[src/rtl/plab4_net_domain_chan_buf_pkg.sv]
// Shared sizing helpers for the per-domain buffered ring channel.
// net_msg_nbits mirrors the shared net message layout: dest, src, opaque, payload.
// free_nbits is the width routers use for their num_free inputs.
package plab4_net_domain_chan_buf_pkg;

  // Width of a packed net control message.
  function automatic int net_msg_nbits(input int payload, input int opaque, input int srcdest);
    return payload + opaque + 2 * srcdest;
  endfunction

  // Width of a free-entry count for a queue of the given depth.
  function automatic int free_nbits(input int depth);
    return $clog2(depth + 1);
  endfunction

  // Pointer width; a single-entry queue still gets a 1-bit pointer.
  function automatic int ptr_nbits(input int depth);
    return (depth > 1) ? $clog2(depth) : 1;
  endfunction

endpackage

[src/rtl/plab4_net_domain_chan_buf_queue.sv]
// plab4_net_DomainQueue: circular FIFO holding one domain's control+data messages.
// Full/empty come from an occupancy counter, so no pointer-equality ambiguity.
module plab4_net_DomainQueue
  import plab4_net_domain_chan_buf_pkg::*;
#(
  parameter int p_width = 73,
  parameter int p_depth = 2,
  localparam int fw = free_nbits(p_depth),
  localparam int pw = ptr_nbits(p_depth)
) (
  input  logic               clk,
  input  logic               reset,
  input  logic               enq_val,
  output logic               enq_rdy,
  input  logic [p_width-1:0] enq_msg,
  output logic               deq_val,
  input  logic               deq_rdy,
  output logic [p_width-1:0] deq_msg,
  output logic [fw-1:0]      count
);

  logic [pw-1:0]      head;
  logic [pw-1:0]      tail;
  logic [fw-1:0]      cnt;
  logic [p_width-1:0] mem [p_depth];
  logic               full;
  logic               empty;
  logic               do_enq;
  logic               do_deq;

  assign full    = (cnt == fw'(p_depth));
  assign empty   = (cnt == '0);
  assign enq_rdy = !full;
  assign deq_val = !empty;
  assign deq_msg = mem[head];
  assign count   = cnt;
  // Enqueue is refused when full even if a dequeue happens the same cycle.
  assign do_enq  = enq_val && !full;
  assign do_deq  = deq_rdy && !empty;

  // Pointer and occupancy state; reset flushes the queue immediately.
  always_ff @(posedge clk or posedge reset) begin
    if (reset) begin
      head <= '0;
      tail <= '0;
      cnt  <= '0;
    end else begin
      if (do_enq) tail <= (tail == pw'(p_depth - 1)) ? '0 : tail + pw'(1);
      if (do_deq) head <= (head == pw'(p_depth - 1)) ? '0 : head + pw'(1);
      if (do_enq && !do_deq) cnt <= cnt + fw'(1);
      else if (!do_enq && do_deq) cnt <= cnt - fw'(1);
    end
  end

  // Storage write; contents are only observed through a valid head.
  always_ff @(posedge clk) begin
    if (do_enq) mem[tail] <= enq_msg;
  end

endmodule

[src/rtl/plab4_net_domain_chan_buf.sv]
// plab4_net_domain_chan_buf: steers a domain-tagged message stream into one queue per
// security domain; each queue drives its own output channel and free-slot count.
// Optional macro PLAB4_NET_CHAN_BYPASS_EN: an empty queue forwards the incoming message
// combinationally (0-cycle latency); otherwise all outputs come from registered state.
module plab4_net_domain_chan_buf
  import plab4_net_domain_chan_buf_pkg::*;
#(
  parameter int p_payload_cnbits = 32,
  parameter int p_payload_dnbits = 32,
  parameter int p_opaque_nbits   = 3,
  parameter int p_srcdest_nbits  = 3,
  parameter int p_num_domains    = 2,
  parameter int p_depth          = 2,
  localparam int m  = net_msg_nbits(p_payload_cnbits, p_opaque_nbits, p_srcdest_nbits),
  localparam int pd = p_payload_dnbits,
  localparam int dw = $clog2(p_num_domains),
  localparam int fw = free_nbits(p_depth)
) (
  input  logic                        clk,
  input  logic                        reset,
  input  logic                        in_val,
  output logic                        in_rdy,
  input  logic [dw-1:0]               in_domain,
  input  logic [m-1:0]                in_msg_control,
  input  logic [pd-1:0]               in_msg_data,
  output logic [p_num_domains-1:0]    out_val,
  input  logic [p_num_domains-1:0]    out_rdy,
  output logic [p_num_domains*m-1:0]  out_msg_control,
  output logic [p_num_domains*pd-1:0] out_msg_data,
  output logic [p_num_domains*fw-1:0] out_num_free
);

  localparam int w      = m + pd;
  localparam int nslots = 2 ** dw;

  logic [p_num_domains-1:0] sel;
  logic [p_num_domains-1:0] byp;
  logic [p_num_domains-1:0] q_enq;
  logic [p_num_domains-1:0] q_enq_rdy;
  logic [p_num_domains-1:0] q_val;
  logic [w-1:0]             q_head  [p_num_domains];
  logic [fw-1:0]            q_count [p_num_domains];
  logic [nslots-1:0]        rdy_slot;
  logic [w-1:0]             in_msg;

  assign in_msg = {in_msg_control, in_msg_data};

  // Ready per tag value; tags beyond the last domain always accept and are dropped.
  always_comb begin
    rdy_slot = '1;
    for (int d = 0; d < p_num_domains; d++) rdy_slot[d] = q_enq_rdy[d];
  end

  assign in_rdy = rdy_slot[in_domain];

  for (genvar d = 0; d < p_num_domains; d++) begin : g_dom
    logic [w-1:0] view;

    assign sel[d] = in_val && (in_domain == dw'(d));
`ifdef PLAB4_NET_CHAN_BYPASS_EN
    assign byp[d] = sel[d] && !q_val[d];
`else
    assign byp[d] = 1'b0;
`endif
    // A bypassed message taken downstream this cycle is never written.
    assign q_enq[d] = sel[d] && !(byp[d] && out_rdy[d]);

    plab4_net_DomainQueue #(
      .p_width (w),
      .p_depth (p_depth)
    ) u_queue (
      .clk     (clk),
      .reset   (reset),
      .enq_val (q_enq[d]),
      .enq_rdy (q_enq_rdy[d]),
      .enq_msg (in_msg),
      .deq_val (q_val[d]),
      .deq_rdy (out_rdy[d]),
      .deq_msg (q_head[d]),
      .count   (q_count[d])
    );

    // Output view: queue head, bypassed input, or zero so stale data never shows.
    always_comb begin
      view = '0;
      if (q_val[d]) view = q_head[d];
      else if (byp[d]) view = in_msg;
    end

    assign out_val[d]                  = q_val[d] | byp[d];
    assign out_msg_control[d*m +: m]   = view[w-1 -: m];
    assign out_msg_data[d*pd +: pd]    = view[pd-1:0];
    assign out_num_free[d*fw +: fw]    = fw'(p_depth) - q_count[d];
  end

endmodule

[config.mk]
export PLATFORM = sky130hd
export DESIGN_NAME = plab4_net_domain_chan_buf
export DESIGN_NICKNAME = d
export VERILOG_FILES = /design/src/rtl/plab4_net_domain_chan_buf_pkg.sv /design/src/rtl/plab4_net_domain_chan_buf_queue.sv /design/src/rtl/plab4_net_domain_chan_buf.sv
export SDC_FILE = /design/constraint.sdc
export NUM_CORES = 1
export LEC_CHECK = 0
export CORE_ASPECT_RATIO = 1.75
export CORE_MARGIN = 1
export CORE_UTILIZATION = 60
export CTS_BUF_LIST = sky130_fd_sc_hd__clkbuf_2
export CTS_CLUSTER_DIAMETER = 50
export DETAILED_ROUTE_END_ITERATION = 7
export DONT_BUFFER_PORTS = 1
export PLACE_DENSITY_LB_ADDON = 0.05
export SYNTH_ARGS = -nofsm -noshare
export SYNTH_HDL_FRONTEND = slang
export SYNTH_SLANG_ARGS = --single-unit
[constraint.sdc]
create_clock -name clk -period 8 [get_ports clk]
set_input_delay 0.8 -clock clk [delete_from_list [all_inputs] [get_ports clk]]
set_output_delay 0.8 -clock clk [all_outputs]
set_load 0.01 [all_outputs]
==> results.txt, run 1 <==
Vias: 5,841
Iter 0 DRT Violations: 229
Die W: 107 µm
Max incr delay on CP: 0.79 ns
FP Rows: 67
First-pass GRT wire length: 33,300 µm
Remaining DRCs: 0
Period utilization: 0.469
GR Util met2: 0.396
Die area: 0.0199 mm²
Initial antenna violation count: 1
Die Y: 186 µm
Clk slew on worst S/H paths: 0.11 ns
Crit Path Category: flip-flop to output pin
CTS Root Buffer Type: clkbuf_2
CTS max path bufs: 3
Cell count after synthesis: 665
Core footprint: 0.0190 mm²
WL/cell: 21.7 µm
Multi-input logic area: 0.00226 mm²
Fin cells: 1,054
Inserted Clock Buffers: 61
Register area share after synthesis: 0.772
#FFs+latches synth: 300
GRT busiest layer: met2
Int Power: 2.66 mW
RSZ-0062 raised after global routing: false
Post-synthesis area per instance: 17.5 µm²
Worst setup SP type: flip-flop
CP Cell Sequence: buf_4 > mux2i_1 > nor2_1
Slew Viols, Final: 0
CP endpoint: out_msg_data[49]
Most common cell after layout, fill and taps aside: edfxtp_1
Pre-CTS setup slack: 5.02 ns
Clk_lat worst skew: 0.82 ns
CP Data Required Time: 7.20 ns
Relative slew margins: 0.274
Leakage: 4.82 nW
CP Buf/Inv Count: 1
PwrDens: 330 mW/mm²
Worst Setup Slack, final: 4.25 ns
Top delay family on crit path: buffers and inverters
Min-delay worst type: input port to flip-flop
Max rail drop VDD: 0.000418 V
H-tree levels: 2
DP HPWL: 13,300 µm
Routed Antenna Nets: 0
Worst R2R Start: g_dom[1].u_queue.count[0]
Setup TNS Final: 0 ns
Final hold vios: 0
CP Depth: 3
Worst-Margin Slew: 1.09 ns
Tmin final: 3.75 ns
Skew final: 0.0634 ns
DR pass1 iterations: 4
Largest net degree at the start of global routing: 74
Data arrival, critical path: 2.95 ns
Synth-to-Final Area Change: 10.4%
Unique cell type count in the Yosys netlist: 19
Setup crit end kind: output pin
Fillers: 1,378
Mapped Nets: 750
Combinational group share of total power: 0.313
Clock network power share: 0.194
Post-DP Area: 0.0116 mm²
Number of flops mapped to enable cells by yosys: 292
Crit path max fanout: 51
Vias per cell: 5.54
Worst Reg2Reg Path Length in Cells: 8
Mapped cell area: 0.0116 mm²
Endpoints failing setup: 0
Psw: 1.58 mW
Sw frac: 0.372
Postcts setup bufs: 0
Vias in the first global route: 6,117
FF-to-FF setup slack: 5.14 ns
Primary FF master, synth: edfxtp_1
Synth Warn #: 0
PortBufs: 0
Reg area: 0.00898 mm²
Overflow after GRT: 0
Pwr Total: 4.24 mW
Overall global routing resource usage: 0.227
Layout net count: 852
Reg2reg end: g_dom[1].u_queue.count[1]
Initial Util: 0.611
Met3 usage: 0.0595
Finished Cell Area: 0.0128 mm²
Met1 Resource Use GR: 0.249
Worst path slowest cell: buf_4
Layout cells sized above 1: 0.133
Fraction of registers with async set/reset: 0.0267
Most frequent cells in the layout: edfxtp_1, nor2_1, mux2i_1, clkbuf_2, dlygate4sd3_1
GP Congestion: 0.746
Fmax: 267 MHz
Placed Cells: 877
CTS tree: done
Critical Path Source: g_dom[1].u_queue.head
Status: complete, no violations
Clock sinks: 300
Maxcap violations: 0
Drt total wl: 22,900 µm
Reg power frac: 0.493
Cell count of the worst hold path: 0
Ports: 232
layout make-up:
cell class,count,area share
flip-flops and latches,300,0.700
multi-input cells,320,0.176
repair buffers,75,0.0571
clock buffers,89,0.0347
well taps,241,0.0235
clock inverters,19,0.00575
inverters,9,0.00263
diodes,1,0.000195
metal layers:
layer | share of wire | vias to the layer above
li1 | - | 2681
met1 | 0.37 | 2881
met2 | 0.53 | 226
met3 | 0.063 | 53
met4 | 0.042 | 0
met5 | 0 | -
power groups by stage:
stage	Combinational, mW	Sequential [mW]	Clock (mW)
global placement	1.30	2.12	0
floorplan	1.22	2.05	0
detailed placement	1.31	2.13	0
global route	1.43	2.11	0.925
CTS	1.34	2.09	0.856
finish	1.33	2.09	0.824
flip-flops by register name, summed over array words and instances, names as in the netlist:
signal,flops
g_dom.u_queue.mem,292
g_dom.u_queue.count,4
g_dom.u_queue.tail,2
g_dom.u_queue.head,2
what timing repair did:
item,CTS,global route
resized for setup,0,0
hold endpoints to repair,187,38
hold buffers,52,16
metrics by stage:
| stage | hold WS, ns | utilization |
|---|---|---|
| floorplan | 0.455 | - |
| global placement | 0.499 | 0.611 |
| detailed placement | 0.508 | 0.611 |
| finish | 0.0848 | 0.674 |
| global route | 0.00209 | 0.674 |
| CTS | 0.0000148 | 0.666 |
worst min-delay path by stage:
stage                                startpoint                           to  slack [ns]
final                        in_msg_control[26]  g_dom[1].u_queue.mem[1][58]        0.08
after global routing         in_msg_control[26]  g_dom[1].u_queue.mem[1][58]       0.002
after CTS                        in_msg_data[8]   g_dom[1].u_queue.mem[0][8]     0.00001
after detailed placement  g_dom[1].u_queue.tail        g_dom[1].u_queue.tail        0.51
after global placement    g_dom[1].u_queue.tail        g_dom[1].u_queue.tail        0.50
after floorplan           g_dom[0].u_queue.tail        g_dom[0].u_queue.tail        0.46
kinds of logic after synthesis:
| kind of cell | share of synthesized area |
|---|---|
| flip-flops | 0.772 |
| AND/OR/NAND/NOR | 0.0522 |
| multiplexers | 0.127 |
| buffers and inverters | 0.0352 |
| XOR/XNOR | 0.00754 |
| adder cells (fa/ha/maj) | 0.00646 |
synth_stat cells, drive strengths merged, types with 2 or more instances:
| master | n | share of area |
|---|---|---|
| dfrtp | 8 | 0.017 |
| xor2 | 4 | 0.0030 |
| mux2i | 147 | 0.13 |
| nor2 | 149 | 0.048 |
| buf | 32 | 0.031 |
| and2 | 2 | 0.0011 |
| inv | 9 | 0.0029 |
| edfxtp | 292 | 0.75 |
| xnor2 | 6 | 0.0045 |
| ha | 6 | 0.0065 |
| clkbuf | 4 | 0.0013 |
| nand2 | 3 | 0.00097 |
No activity file was read; power rests on OpenSTA's default activity.
==> run 2: changes to the inputs <==
Clock period 8 ns to 3.84 ns, I/O delays scaled along.
==> run 2 against run 1 <==
Compared with the run above:
- via count increased by 1.4%
- power increased by 110%
- routed wire length decreased by 4.3%
- setup slack got worse by 3.5 ns
- critical path type unchanged
- largest cell class unchanged
==> results.txt, run 2 (same netlist as run 1, synthesis figures left out) <==
CTS tree: done
Largest net degree at the start of global routing: 74 (unchanged)
Vias per cell: 5.54 (about the same)
Status: complete, no violations
Setup crit end kind: output pin
Initial antenna violation count: 3 (+2)
RSZ-0062 raised after global routing: false
Synth-to-Final Area Change: 11.9%
FP Rows: 67 (unchanged)
Maxcap violations: 0 (unchanged)
Tmin final: 3.06 ns
GP Congestion: 0.778 (+4.2%)
Core Util, Final: 0.683 (+0.00907)
Reg area: 0.00898 mm² (unchanged)
PortBufs: 0 (unchanged)
Clk slew on worst S/H paths: 0.11 ns (about the same)
PwrDens: 680 mW/mm² (+110%)
Critical Path Source: g_dom[1].u_queue.head
First-pass GRT wire length: 31,800 µm (-4.3%)
Slew Viols, Final: 0 (unchanged)
Die W: 107 µm (unchanged)
Period utilization: 0.798
Worst Reg2Reg Path Length in Cells: 4 (-4)
Die Y: 186 µm (unchanged)
Hold path startpoint: in_val
Endpoints failing setup: 0 (unchanged)
Min-delay worst type: input port to flip-flop
Die area: 0.0199 mm² (unchanged)
Fillers: 1,323 (-4.0%)
Most common cell after layout, fill and taps aside: edfxtp_1
Layout cells sized above 1: 0.137 (+0.00396)
Postcts setup bufs: 0 (unchanged)
Vias in the first global route: 6,078 (-0.64%)
Routed Antenna Nets: 0 (unchanged)
Inserted Clock Buffers: 60 (-1.6%)
Number of flip-flops in the largest register: 292 (unchanged)
DP HPWL: 12,700 µm (-4.7%)
Leakage: 4.90 nW (+1.6%)
CTS Root Buffer Type: clkbuf_2
Ports: 232 (unchanged)
Clock sinks: 300 (unchanged)
Most flops, register: g_dom.u_queue.mem
Initial Util: 0.611 (unchanged)
CP Cell Sequence: buf_4 > mux2i_1 > nor2_1
Data arrival, critical path: 2.68 ns (-0.27 ns)
Core footprint: 0.0190 mm² (unchanged)
Overflow after GRT: 0 (unchanged)
Crit path max fanout: 50 (-2.0%)
Drt total wl: 21,900 µm (-4.3%)
Worst R2R Start: g_dom[1].u_queue.count[0]
Final hold vios: 0 (unchanged)
CTS max path bufs: 3 (unchanged)
Layout net count: 866 (+1.6%)
Vias: 5,920 (+1.4%)
Multi-input logic area: 0.00227 mm² (+0.28%)
WL/cell: 20.5 µm (-5.6%)
Iter 0 DRT Violations: 199 (-13%)
Worst setup SP type: flip-flop
Most frequent cells in the layout: edfxtp_1, nor2_1, mux2i_1, clkbuf_2, dlygate4sd3_1
Crit Path Category: flip-flop to output pin
Cell count of the worst hold path: 3 (+3)
Relative slew margins: 0.268 (-0.00560)
H-tree levels: 2 (unchanged)
CP Data Required Time: 3.46 ns (-3.74 ns)
Clk_lat worst skew: 0.81 ns (about the same)
Skew final: 0.0265 ns (-0.0369 ns)
Max incr delay on CP: 1.11 ns (+0.32 ns)
Overall global routing resource usage: 0.218 (-0.00981)
Worst-Margin Slew: 1.10 ns (+0.00841 ns)
Worst path slowest cell: dfrtp_4
Setup TNS Final: 0 ns (unchanged)
DR pass1 iterations: 6 (+2)
Fmax: 326 MHz
Pwr Total: 8.85 mW (+110%)
Remaining DRCs: 0 (unchanged)
Max rail drop VDD: 0.000666 V (+59%)
run 2: layout make-up:
type / count / share of cell area
Antenna cell: 3 / 0.000577
Clock buffer: 88 / 0.0339
Clock inverter: 18 / 0.00558
Inverter: 9 / 0.00260
Multi-Input combinational cell: 320 / 0.175
Sequential cell: 300 / 0.690
Tap cell: 241 / 0.0232
Timing Repair Buffer: 90 / 0.0693
run 2: path summary, 6_finish.rpt:
check,endpoint,slack [ns]
setup reg to reg,g_dom[1].u_queue.mem[1][15],1.39
hold reg to reg,g_dom[0].u_queue.tail,0.56
min in group asynchronous,g_dom[1].u_queue.head,0.53
max in group asynchronous,g_dom[0].u_queue.head,2.98
setup / recovery,out_msg_data[48],0.78
hold / removal,g_dom[0].u_queue.count[0],0.14
run 2: what timing repair did:
| item | 4_1_cts | 5_1_grt |
|---|---|---|
| hold buffers | 80 | 0 |
| gates resized for setup | 0 | 0 |
| endpoints found under the hold margin | 308 | 0 |
run 2: worst max-delay path, delay by kind of cell (launching register included):
kind          cells  cell delay [ns]
mux               1             0.25
buf+inv           1             0.38
flops             1             1.11
simple gates      1             0.10
run 2: power by group:
| part | switching, mW | leakage (nW) | internal, mW |
|---|---|---|---|
| Combinational | 1.82 | 1.73 | 0.882 |
| Sequential | 0.386 | 2.76 | 4.08 |
| Clock | 1.07 | 0.408 | 0.612 |
run 2: routing by layer:
| layer | GRT usage | vias to the layer above | routed length (µm) |
|---|---|---|---|
| met5 | 0 | - | 0 |
| met4 | 0.112 | 0 | 807 |
| met3 | 0.0564 | 54 | 1430 |
| met2 | 0.392 | 225 | 11800 |
| met1 | 0.232 | 2933 | 7870 |
| li1 | - | 2708 | - |
run 2: per-stage QoR:
stage / area [µm²] / hold WS, ns / setup slack, ns / std cells
2_1_floorplan: 11600 / 0.200 / 0.523 / 665
3_3_place_gp: 11700 / 0.236 / 1.42 / 880
3_5_place_dp: 11700 / 0.249 / 1.40 / 880
4_1_cts: 13000 / 0.0433 / 0.662 / 1066
5_1_grt: 13000 / 0.0791 / 0.586 / 1069
6_report: 13000 / 0.138 / 0.776 / 1069
